### src/rtl/fifo_scoreboard_pkg.sv
// ==== fifo_scoreboard_pkg : shared types, widths and helpers for the scoreboard ====
// ==== rev 1.0 ====
`default_nettype none

package fifo_scoreboard_pkg;

    typedef enum logic [0:0] {
        PASS = 1'b0,
        FAIL = 1'b1
    } sb_state_t;

    localparam int CNT_W      = 32;
    localparam int MISMATCH_W = 16;

    // Increment that sticks at the limit instead of wrapping.
    function automatic logic [CNT_W-1:0] sat_inc(input logic [CNT_W-1:0] value,
                                                 input logic [CNT_W-1:0] limit);
        logic [CNT_W-1:0] one;
        one = 1;
        return (value >= limit) ? limit : value + one;
    endfunction

endpackage

`default_nettype wire

### src/rtl/fifo_scoreboard_check_if.sv
// ==== fifo_scoreboard_check_if : event inputs and status outputs of the scoreboard ====
// ==== rev 1.0 ====
`default_nettype none

interface fifo_scoreboard_check_if #(
    parameter int WIDTH = 8,
    parameter int DEPTH = 16
);
    localparam int OCC_W = $clog2(DEPTH) + 1;

    logic             i_cg;
    logic             i_clear;
    logic             i_pushed;
    logic [WIDTH-1:0] i_wdata;
    logic             i_popped;
    logic [WIDTH-1:0] i_rdata;

    logic [31:0]      o_nPushed;
    logic [31:0]      o_nPopped;
    logic [15:0]      o_nMismatch;
    logic [OCC_W-1:0] o_occupancy;
    logic [WIDTH-1:0] o_expected;
    logic [31:0]      o_firstBadIdx;
    logic [WIDTH-1:0] o_firstBadGot;
    logic [WIDTH-1:0] o_firstBadExp;
    logic             o_errMismatch;
    logic             o_errUnderflow;
    logic             o_errOverflow;
    logic             o_errTimeout;
    logic             o_pass;

    modport master (
        output i_cg, i_clear, i_pushed, i_wdata, i_popped, i_rdata,
        input  o_nPushed, o_nPopped, o_nMismatch, o_occupancy, o_expected,
               o_firstBadIdx, o_firstBadGot, o_firstBadExp,
               o_errMismatch, o_errUnderflow, o_errOverflow, o_errTimeout, o_pass
    );

    modport slave (
        input  i_cg, i_clear, i_pushed, i_wdata, i_popped, i_rdata,
        output o_nPushed, o_nPopped, o_nMismatch, o_occupancy, o_expected,
               o_firstBadIdx, o_firstBadGot, o_firstBadExp,
               o_errMismatch, o_errUnderflow, o_errOverflow, o_errTimeout, o_pass
    );

endinterface

`default_nettype wire

### src/rtl/scoreboard_queue.sv
// ==== scoreboard_queue : flop circular buffer holding expected FIFO data ====
// ==== rev 1.0 ====
`default_nettype none

module scoreboard_queue #(
    parameter int WIDTH = 8,
    parameter int DEPTH = 16
) (
    input  wire logic                     clk,
    input  wire logic                     rst_n,
    input  wire logic                     clear,
    input  wire logic                     push,
    input  wire logic                     pop,
    input  wire logic [WIDTH-1:0]         wdata,
    output logic      [WIDTH-1:0]         head,
    output logic                          full,
    output logic                          empty,
    output logic      [$clog2(DEPTH):0]   occupancy
);
    localparam int          AW      = $clog2(DEPTH);
    localparam logic [AW:0] PTR_ONE = 1;

    logic [WIDTH-1:0] mem [DEPTH];
    logic [AW:0]      wptr;
    logic [AW:0]      rptr;

    // push/pop arrive pre-qualified: the caller never pushes into a full queue
    // without a same-cycle pop, nor pops an empty one.
    always_ff @(posedge clk or negedge rst_n) begin
        if (!rst_n) begin
            wptr <= '0;
            rptr <= '0;
        end else if (clear) begin
            wptr <= '0;
            rptr <= '0;
        end else begin
            if (push) wptr <= wptr + PTR_ONE;
            if (pop)  rptr <= rptr + PTR_ONE;
        end
    end

    always_ff @(posedge clk) begin
        if (push && !clear) mem[wptr[AW-1:0]] <= wdata;
    end

    assign empty     = (wptr == rptr);
    assign full      = (wptr[AW] != rptr[AW]) && (wptr[AW-1:0] == rptr[AW-1:0]);
    assign head      = empty ? '0 : mem[rptr[AW-1:0]];
    assign occupancy = wptr - rptr;

endmodule

`default_nettype wire

### src/rtl/fifo_scoreboard_check.sv
// ==== fifo_scoreboard_check : in-order push/pop checker for a single-clock FIFO ====
// ==== rev 1.0 ====
`default_nettype none

module fifo_scoreboard_check
    import fifo_scoreboard_pkg::*;
#(
    parameter int WIDTH   = 8,
    parameter int DEPTH   = 16,
    parameter int TIMEOUT = 1000
) (
    input wire logic               i_clk,
    input wire logic               i_rst,
    fifo_scoreboard_check_if.slave bus
);
    localparam int                    AW           = $clog2(DEPTH);
    localparam int                    OW           = AW + 1;
    localparam logic [CNT_W-1:0]      CNT_MAX      = '1;
    localparam logic [CNT_W-1:0]      TIMEOUT_LIM  = CNT_W'(TIMEOUT);
    localparam logic [MISMATCH_W-1:0] MISMATCH_ONE = 1;

    logic             q_push;
    logic             q_pop;
    logic [WIDTH-1:0] q_head;
    logic             q_full;
    logic             q_empty;
    logic [OW-1:0]    q_occ;

    logic             clr;
    logic             act;
    logic             bypass;
    logic             compare_valid;
    logic [WIDTH-1:0] exp_data;
    logic             mism;
    logic             underflow;
    logic             overflow;
    logic             timeout_hit;
    logic             any_err;
    logic [OW-1:0]    occ_next;

    sb_state_t        state;
    sb_state_t        state_next;

    logic [CNT_W-1:0]      n_pushed;
    logic [CNT_W-1:0]      n_popped;
    logic [MISMATCH_W-1:0] n_mismatch;
    logic [CNT_W-1:0]      tcnt;
    logic [CNT_W-1:0]      first_idx;
    logic [WIDTH-1:0]      first_got;
    logic [WIDTH-1:0]      first_exp;
    logic                  err_mismatch;
    logic                  err_underflow;
    logic                  err_overflow;
    logic                  err_timeout;
    logic                  pass;

    assign clr = bus.i_cg && bus.i_clear;
    assign act = bus.i_cg && !bus.i_clear;

    // An empty queue with a same-cycle push and pop compares straight against wdata.
    assign bypass        = bus.i_popped && bus.i_pushed && q_empty;
    assign q_pop         = act && bus.i_popped && !q_empty;
    assign q_push        = act && bus.i_pushed && !bypass && (!q_full || bus.i_popped);
    assign compare_valid = act && bus.i_popped && (!q_empty || bus.i_pushed);
    assign exp_data      = q_empty ? bus.i_wdata : q_head;
    assign mism          = compare_valid && (bus.i_rdata != exp_data);
    assign underflow     = act && bus.i_popped && q_empty && !bus.i_pushed;
    assign overflow      = act && bus.i_pushed && q_full && !bus.i_popped;
    assign timeout_hit   = act && (TIMEOUT != 0) && (tcnt >= TIMEOUT_LIM);
    assign any_err       = mism || underflow || overflow || timeout_hit;
    assign occ_next      = q_occ + OW'(q_push) - OW'(q_pop);

    scoreboard_queue #(
        .WIDTH (WIDTH),
        .DEPTH (DEPTH)
    ) u_queue (
        .clk       (i_clk),
        .rst_n     (i_rst),
        .clear     (clr),
        .push      (q_push),
        .pop       (q_pop),
        .wdata     (bus.i_wdata),
        .head      (q_head),
        .full      (q_full),
        .empty     (q_empty),
        .occupancy (q_occ)
    );

    always_ff @(posedge i_clk or negedge i_rst) begin
        if (!i_rst)     state <= PASS;
        else if (clr)   state <= PASS;
        else if (act)   state <= state_next;
    end

    always_comb begin
        state_next = state;
        case (state)
            PASS:    if (any_err) state_next = FAIL;
            FAIL:    state_next = FAIL;
            default: state_next = PASS;
        endcase
    end

    always_ff @(posedge i_clk or negedge i_rst) begin
        if (!i_rst) begin
            n_pushed      <= '0;
            n_popped      <= '0;
            n_mismatch    <= '0;
            tcnt          <= '0;
            first_idx     <= '0;
            first_got     <= '0;
            first_exp     <= '0;
            err_mismatch  <= 1'b0;
            err_underflow <= 1'b0;
            err_overflow  <= 1'b0;
            err_timeout   <= 1'b0;
            pass          <= 1'b0;
        end else if (clr) begin
            n_pushed      <= '0;
            n_popped      <= '0;
            n_mismatch    <= '0;
            tcnt          <= '0;
            first_idx     <= '0;
            first_got     <= '0;
            first_exp     <= '0;
            err_mismatch  <= 1'b0;
            err_underflow <= 1'b0;
            err_overflow  <= 1'b0;
            err_timeout   <= 1'b0;
            pass          <= 1'b0;
        end else if (act) begin
            if (bus.i_pushed) n_pushed <= sat_inc(n_pushed, CNT_MAX);
            if (bus.i_popped) n_popped <= sat_inc(n_popped, CNT_MAX);
            if (mism) begin
                if (n_mismatch != '1) n_mismatch <= n_mismatch + MISMATCH_ONE;
                // Only the first offender is captured; later ones just count.
                if (!err_mismatch) begin
                    err_mismatch <= 1'b1;
                    first_idx    <= n_popped;
                    first_got    <= bus.i_rdata;
                    first_exp    <= exp_data;
                end
            end
            if (underflow)   err_underflow <= 1'b1;
            if (overflow)    err_overflow  <= 1'b1;
            if (timeout_hit) err_timeout   <= 1'b1;
            if (bus.i_popped || q_empty) tcnt <= '0;
            else                         tcnt <= sat_inc(tcnt, CNT_MAX);
            pass <= (state_next == PASS) && (occ_next == '0);
        end
    end

    assign bus.o_nPushed      = n_pushed;
    assign bus.o_nPopped      = n_popped;
    assign bus.o_nMismatch    = n_mismatch;
    assign bus.o_occupancy    = q_occ;
    assign bus.o_expected     = q_head;
    assign bus.o_firstBadIdx  = first_idx;
    assign bus.o_firstBadGot  = first_got;
    assign bus.o_firstBadExp  = first_exp;
    assign bus.o_errMismatch  = err_mismatch;
    assign bus.o_errUnderflow = err_underflow;
    assign bus.o_errOverflow  = err_overflow;
    assign bus.o_errTimeout   = err_timeout;
    assign bus.o_pass         = pass;

endmodule

`default_nettype wire

### src/flat_wrapper.sv
// flat-port wrapper written by rule: the top's interface ports become plain ports
module fifo_scoreboard_check_flat import fifo_scoreboard_pkg::*;
#(
    parameter int WIDTH   = 8,
    parameter int DEPTH   = 16,
    parameter int TIMEOUT = 1000
)
  (i_clk, i_rst, bus_i_cg, bus_i_clear, bus_i_pushed, bus_i_wdata, bus_i_popped, bus_i_rdata, bus_o_nPushed, bus_o_nPopped, bus_o_nMismatch, bus_o_occupancy, bus_o_expected, bus_o_firstBadIdx, bus_o_firstBadGot, bus_o_firstBadExp, bus_o_errMismatch, bus_o_errUnderflow, bus_o_errOverflow, bus_o_errTimeout, bus_o_pass);
  fifo_scoreboard_check_if #(.WIDTH(WIDTH), .DEPTH(DEPTH)) bus_i ();
  input wire logic i_clk;
  input wire logic i_rst;
  input wire logic [$bits(bus_i.i_cg)-1:0] bus_i_cg;
  input wire logic [$bits(bus_i.i_clear)-1:0] bus_i_clear;
  input wire logic [$bits(bus_i.i_pushed)-1:0] bus_i_pushed;
  input wire logic [$bits(bus_i.i_wdata)-1:0] bus_i_wdata;
  input wire logic [$bits(bus_i.i_popped)-1:0] bus_i_popped;
  input wire logic [$bits(bus_i.i_rdata)-1:0] bus_i_rdata;
  output wire logic [$bits(bus_i.o_nPushed)-1:0] bus_o_nPushed;
  output wire logic [$bits(bus_i.o_nPopped)-1:0] bus_o_nPopped;
  output wire logic [$bits(bus_i.o_nMismatch)-1:0] bus_o_nMismatch;
  output wire logic [$bits(bus_i.o_occupancy)-1:0] bus_o_occupancy;
  output wire logic [$bits(bus_i.o_expected)-1:0] bus_o_expected;
  output wire logic [$bits(bus_i.o_firstBadIdx)-1:0] bus_o_firstBadIdx;
  output wire logic [$bits(bus_i.o_firstBadGot)-1:0] bus_o_firstBadGot;
  output wire logic [$bits(bus_i.o_firstBadExp)-1:0] bus_o_firstBadExp;
  output wire logic [$bits(bus_i.o_errMismatch)-1:0] bus_o_errMismatch;
  output wire logic [$bits(bus_i.o_errUnderflow)-1:0] bus_o_errUnderflow;
  output wire logic [$bits(bus_i.o_errOverflow)-1:0] bus_o_errOverflow;
  output wire logic [$bits(bus_i.o_errTimeout)-1:0] bus_o_errTimeout;
  output wire logic [$bits(bus_i.o_pass)-1:0] bus_o_pass;
  assign bus_i.i_cg = bus_i_cg;
  assign bus_i.i_clear = bus_i_clear;
  assign bus_i.i_pushed = bus_i_pushed;
  assign bus_i.i_wdata = bus_i_wdata;
  assign bus_i.i_popped = bus_i_popped;
  assign bus_i.i_rdata = bus_i_rdata;
  assign bus_o_nPushed = bus_i.o_nPushed;
  assign bus_o_nPopped = bus_i.o_nPopped;
  assign bus_o_nMismatch = bus_i.o_nMismatch;
  assign bus_o_occupancy = bus_i.o_occupancy;
  assign bus_o_expected = bus_i.o_expected;
  assign bus_o_firstBadIdx = bus_i.o_firstBadIdx;
  assign bus_o_firstBadGot = bus_i.o_firstBadGot;
  assign bus_o_firstBadExp = bus_i.o_firstBadExp;
  assign bus_o_errMismatch = bus_i.o_errMismatch;
  assign bus_o_errUnderflow = bus_i.o_errUnderflow;
  assign bus_o_errOverflow = bus_i.o_errOverflow;
  assign bus_o_errTimeout = bus_i.o_errTimeout;
  assign bus_o_pass = bus_i.o_pass;
  fifo_scoreboard_check #(.WIDTH(WIDTH), .DEPTH(DEPTH), .TIMEOUT(TIMEOUT)) u_core (.i_clk(i_clk), .i_rst(i_rst), .bus(bus_i));
endmodule
### config.mk
export PLATFORM = sky130hd
export DESIGN_NAME = fifo_scoreboard_check_flat
export DESIGN_NICKNAME = d
export VERILOG_FILES = /design/src/rtl/fifo_scoreboard_pkg.sv /design/src/rtl/fifo_scoreboard_check_if.sv /design/src/rtl/scoreboard_queue.sv /design/src/rtl/fifo_scoreboard_check.sv /design/src/flat_wrapper.sv
export SDC_FILE = /design/constraint.sdc
export NUM_CORES = 1
export LEC_CHECK = 0
export ABC_AREA = 1
export CAP_MARGIN = 20
export CORE_ASPECT_RATIO = 1.75
export CORE_UTILIZATION = 41
export DETAILED_ROUTE_END_ITERATION = 8
export PLACE_DENSITY = 0.69
export SLEW_MARGIN = 20
export SYNTH_ARGS = -nofsm -noshare
export SYNTH_HDL_FRONTEND = slang
export SYNTH_HIERARCHICAL = 1
export SYNTH_SLANG_ARGS = --single-unit
export TNS_END_PERCENT = 50
### constraint.sdc
create_clock -name i_clk -period 8.6 [get_ports i_clk]
set_clock_uncertainty 0.1 [all_clocks]
set_input_delay 1.29 -clock i_clk [delete_from_list [all_inputs] [get_ports i_clk]]
set_output_delay 1.29 -clock i_clk [all_outputs]
set_load 0.01 [all_outputs]
# == Word level (Yosys, flattened, before mapping) ==
# Memories as Yosys holds them, arrays and structs flattened.
# Cells that the tools add are included.
# W data, S select, Z words.
# word_totals
mem_count,1
output_inout_bits,146
reg_bits,176
ram_bits,128
inputBits,22
# classes
addsub,9
reduce_logical,51
order_cmp,4
n_mux,54
n_eq_ne,6
n_bitwise,2
# mem_list
memory,words,width,read_ports,rd_clocked_by_memory_dff,wr,line_no,source
u_core.u_queue.mem,16,8,1,0,1,scoreboard_queue.sv:23,logic [WIDTH-1:0] mem [DEPTH];
# ops
operator,n
$mux W32,16
$add A32 B1 Y32 const B,3
$ge A32 B32 Y1 const B,3
$mux W8,10
$mux W16,4
$ge A32 B10 Y1 const B,1
$mux W5,4
$reduce_bool A2 Y1,10
$logic_and A1 B1 Y1,19
$mux W1,19
$add A16 B1 Y16 const B,1
$ne A16 B16 Y1 const B,1
$reduce_and A2 Y1,6
$add A5 B1 Y5 const B,2
$ne A8 B8 Y1,1
$logic_not A1 Y1,7
$logic_or A1 B1 Y1,6
$reduce_and A3 Y1,2
$add A5 B1 Y5,1
$eq A5 B5 Y1,1
$logic_not A5 Y1,1
$sub A5 B1 Y5,1
$sub A5 B5 Y5,1
$eq A4 B4 Y1,1
other kinds (4),5

# == Depth between registers and ports, before layout ==
# logic_depth
ltp_word,14
depth_mapped,24
depth_no_buf,21

# == Cells and area by module ==
# Netlist, hierarchy kept.
# by_module_without_submodules
mod,cells_each,instances,area_per_inst_um2
fifo_scoreboard_check,1529,1,10189.8
scoreboard_queue,632,1,6227.2

# == Worst setup path before layout ==
# Ideal clock, no wire load.
# synth_path
kind,in2reg
from,in bus_i_cg
to,"reg u_core.pass, in the netlist u_core/bus.o_pass"
n_path_buf,1
slack_ns,4.973
t_arrival_ns,3.461
stages,16
t_required_ns,8.434
cell_sequence,nand2_1 -> nor2_1 -> clkbuf_1 -> nand3_1 -> ha_1 -> inv_1 -> ha_1 -> fa_1 -> nand2_1 -> nand2_1 -> a21oi_1 -> or2_2 -> nand3_1 -> nor2_1 -> nand3_1 -> nand2_1
# synth_between
elab_chain_len,13
word_cells_on_any_way,27
cone_classes,2 x add/sub; 4 x mux; 1 x bitwise; 20 x reduce/logical
# synth_rtl
item,line_no,source
start: declaration,flat_wrapper.sv:12,input wire logic [$bits(bus_i.i_cg)-1:0] bus_i_cg;
"parallel branches: the longest is 13 deep, another holds $add A5 B1 Y5",-,
end signal: assignment,fifo_scoreboard_check.sv:149,pass <= (state_next == PASS) && (occ_next == '0);
end: declaration,fifo_scoreboard_check.sv:55,logic pass;
# Parallel ways; which one is timed is not known. The select of a mux whose other input is x is not followed.
# A chain may end at the register's enable or synchronous reset.

# == Worst setup path in the final report ==
# layout_path
from,reg u_core.u_queue.rptr[0]
to,out bus_o_expected[5]
# layout_between
elab_chain_len,2
word_cells_on_any_way,3
cone_classes,1 x eq/ne; 1 x mux; 1 x memory
# layout_rtl
item,line_no,source
start: declaration,scoreboard_queue.sv:25,logic [AW:0] rptr;
start signal: assignment,scoreboard_queue.sv:38,if (pop) rptr <= rptr + PTR_ONE;
$mem_v2 Z16 W8 / $eq A5 B5 Y1 (equally long branches),-,
$mux W8 (*),scoreboard_queue.sv:48,assign head = empty ? '0 : mem[rptr[AW-1:0]];
end: declaration,flat_wrapper.sv:22,output wire logic [$bits(bus_i.o_expected)-1:0] bus_o_expected;
# Mark *: on every way between the ends. The rest lies on a longest branch, timed or not.

==> results.md <==
- Outcome: completed
- Number of CTS-inserted buffers: 30
- Final hold vios: 0
- Register clock-pin slew on the reported worst setup and hold paths: 0.06 ns
- CP Class: reg2out
- Fin crit share: 0.634
- Crit path time final: between 5 and 6 ns
- Synth Cell Area: 16400 sq um
- Worst Tran Pin Value: 1.09 ns
- Avg Vias per Cell: 5.24
- Clock Tree Root: clkbuf_16
- Port Buf Inserts: 167
- CORE AREA: 39400 sq um
- Post-synth EDFFs: about 130
- WL per Instance: 17.0 um
- Die W: 153 um
- Row Count: 96
- Async S/R FF share, synth: 0.579
- Share of the synthesized area in the top cell type: 0.268
- Congestion Overflow GR: 0
- # H-tree levels: 1
- Clock Tree Buf Depth: 3
- Fin. max-slew vios: 0
- Ports: about 170
- Clock sink total: a little over 300
- Most frequent cells after synthesis: nand2_1 (827), inv_1 (251), nand3_1 (212), nor2_1 (186), dfrtp_1 (176)
- Number of synthesized register bits: 304
- # diodes: 0
- Die Area: roughly 41000 sq um
- Share of cells above drive strength 1: 0.0428
- Hold Crit Class: reg2reg
- CP Max Fanout: 69
- CP required: 7.21 ns
- WL met2: 25700 um
- Sw frac: 0.275
- Worst skew pair latency: 0.57 ns
- Mapped Nets: between 2000 and 2500
- Metal3 WL: 2320 um
- CP Data Arrival Time: 4.06 ns
- Sequential Power Share: 0.444
- Gr usage total: 0.236
- Count leader, synth: nand2_1
- RSZ-0062 raised after global routing: no
- Largest net degree at the start of global routing: 113
- Post-Syn Area per Cell: 7.60 sq um
- Vias: 14800
- Top sig layer: met4
- Final Setup Violations: 0
- Final net count: 2356
- Net Switching: 990 uW
- DRC: 0
- Ys flop type: dfrtp_1
- YS warnings: 6
- CP Launch Type: register
- Setup Buffers After CTS: 0
- Die Y-Extent: 267 um
- Hold Buf Count CTS: 0
- Register area share after synthesis: 0.502
- Post-Route M1 WL: 17700 um
- Area delta synth->final: 19.7%
- Combinational share of power: 0.158
- Fmax: 183 MHz
- Drt total wl: 48100 um
- Cts repair resizes: 0
- Initial Util: 0.417
- Largest cells by area after synthesis: dfrtp_1 (27%), edfxtp_1 (23%), nand2_1 (19%)
- Core Util, Final: 0.499
- Syn Inst Count: 2161
- Count of unique library cells instantiated by Yosys: 33
- Final HPWL DP: 34900 um
- Initial antenna violation count: 0
- Area leader, netlist: dfrtp_1
- TritonCTS clock tree: done
- Pwr dens: 183 nW/um^2
- Clk pwr share: 0.398
- Number of global-route vias before repair: 14500
- Gpl congestion: 0.910
- Critical path endpoint category: primary output
- ANT nets after route: 0
- Global-route wire length before repair: between 70000 and 80000 um
- Count of maximum capacitance violations: 0
- Peak VDD IR: 0.000144 V
- Iter 0 DRT Violations: 1042
- Setup_tns: 0 ns
- Rel. slew slack: 0.272
- Internal: 2.61 mW
- Leak: 8.85 nW
- Drt pass-1 iters: 6
[critical path: stages (launching register included)]
cell and delay, ns:
dfrtp_2 0.34, buf_4 0.59, clkinv_2 0.94, nand2_1 0.27, nand3_1 0.11, nand2_1 0.12
nand2_1 0.06, nand2_1 0.10, inv_1 0.05, a21oi_1 0.27, clkdlybuf4s50_1 0.60
[kinds of logic after synthesis]
kind of cell / after synthesis / synth area share
flops: 304 / 0.502
buf+inv: 319 / 0.0780
simple gates: 1330 / 0.334
fa+ha+maj: 21 / 0.0169
xor+xnor: 47 / 0.0251
compound gates: 140 / 0.0433
[final cells by class]
cell class / count / area, sq um
fillers: 3780 / 19800
flip-flops and latches: 304 / 8250
multi-input cells: 1538 / 6920
repair buffers: 184 / 1820
inverters: 255 / 958
clock buffers: 37 / 871
well taps: 490 / 613
clock inverters: 19 / 220
[layer usage]
metal	track usage	up-vias
met5	0	-
met4	0.123	0
met3	0.0252	127
met2	0.450	498
met1	0.253	7031
li1	-	7155
[cell usage in the layout, fill, tap and decap left out, types with 43 or more instances in the layout]
| cell | netlist | final |
|---|---|---|
| clkdlybuf4s50_1 | 0 | 166 |
| edfxtp_1 | 128 | 128 |
| xor2_1 | 43 | 43 |
| inv_1 | 251 | 251 |
| nand2_1 | 827 | 827 |
| nor2_1 | 186 | 183 |
| nor3_1 | 51 | 50 |
| nand3_1 | 212 | 212 |
| dfrtp_1 | 176 | 175 |
| o21ai_0 | 115 | 115 |
[metrics by stage]
| stage | instance area (sq um) | total power, mW | setup WS (ns) | hold WS [ns] | std cells |
|---|---|---|---|---|---|
| floorplan | 16400 | 1.95 | 4.97 | 0.354 | 2161 |
| global placement | 18500 | 2.18 | 2.85 | 0.356 | 2769 |
| detailed placement | 18600 | 2.19 | 3.17 | 0.358 | 2771 |
| CTS | 19600 | 3.63 | 3.50 | 0.374 | 2827 |
| global route | 19600 | 3.75 | 2.81 | 0.384 | 2827 |
| finish | 19600 | 3.60 | 3.15 | 0.372 | 2827 |
[worst paths after layout]
path	startpoint	to	slack (ns)	depth (start not counted)
max	u_core/u_queue/rptr[0]	bus_o_expected[5]	3.15	10
min	u_core/bus.o_firstBadGot[2]	u_core/bus.o_firstBadGot[2]	0.37	2
max reg2reg	u_core/u_queue/rptr[0]	u_core/bus.o_firstBadExp[3]	3.33	21
min reg2reg	u_core/bus.o_firstBadGot[2]	u_core/bus.o_firstBadGot[2]	0.37	2
max in group asynchronous	i_rst	u_core/tcnt[13]	6.28	2
min in group asynchronous	i_rst	u_core/bus.o_nPopped[14]	0.73	1
[power groups by stage]
stage	Combinational [mW]	Sequential, mW	Clock, mW
3_3_place_gp	0.553	1.62	0
6_report	0.569	1.60	1.43
2_1_floorplan	0.320	1.63	0
5_1_grt	0.632	1.60	1.52
4_1_cts	0.571	1.60	1.46
3_5_place_dp	0.568	1.62	0
[state kept, by name, summed over array words and instances, names as in the netlist, 5 cells and up]
name	cells
u_core/u_queue/rptr	5
u_core/bus.o_nMismatch	16
u_core/tcnt	32
u_core/u_queue/mem	128
u_core/bus.o_firstBadGot	8
u_core/bus.o_nPushed	32
u_core/u_queue/wptr	5
u_core/bus.o_nPopped	32
u_core/bus.o_firstBadIdx	32
u_core/bus.o_firstBadExp	8
No activity file was read; power rests on OpenSTA's default activity.
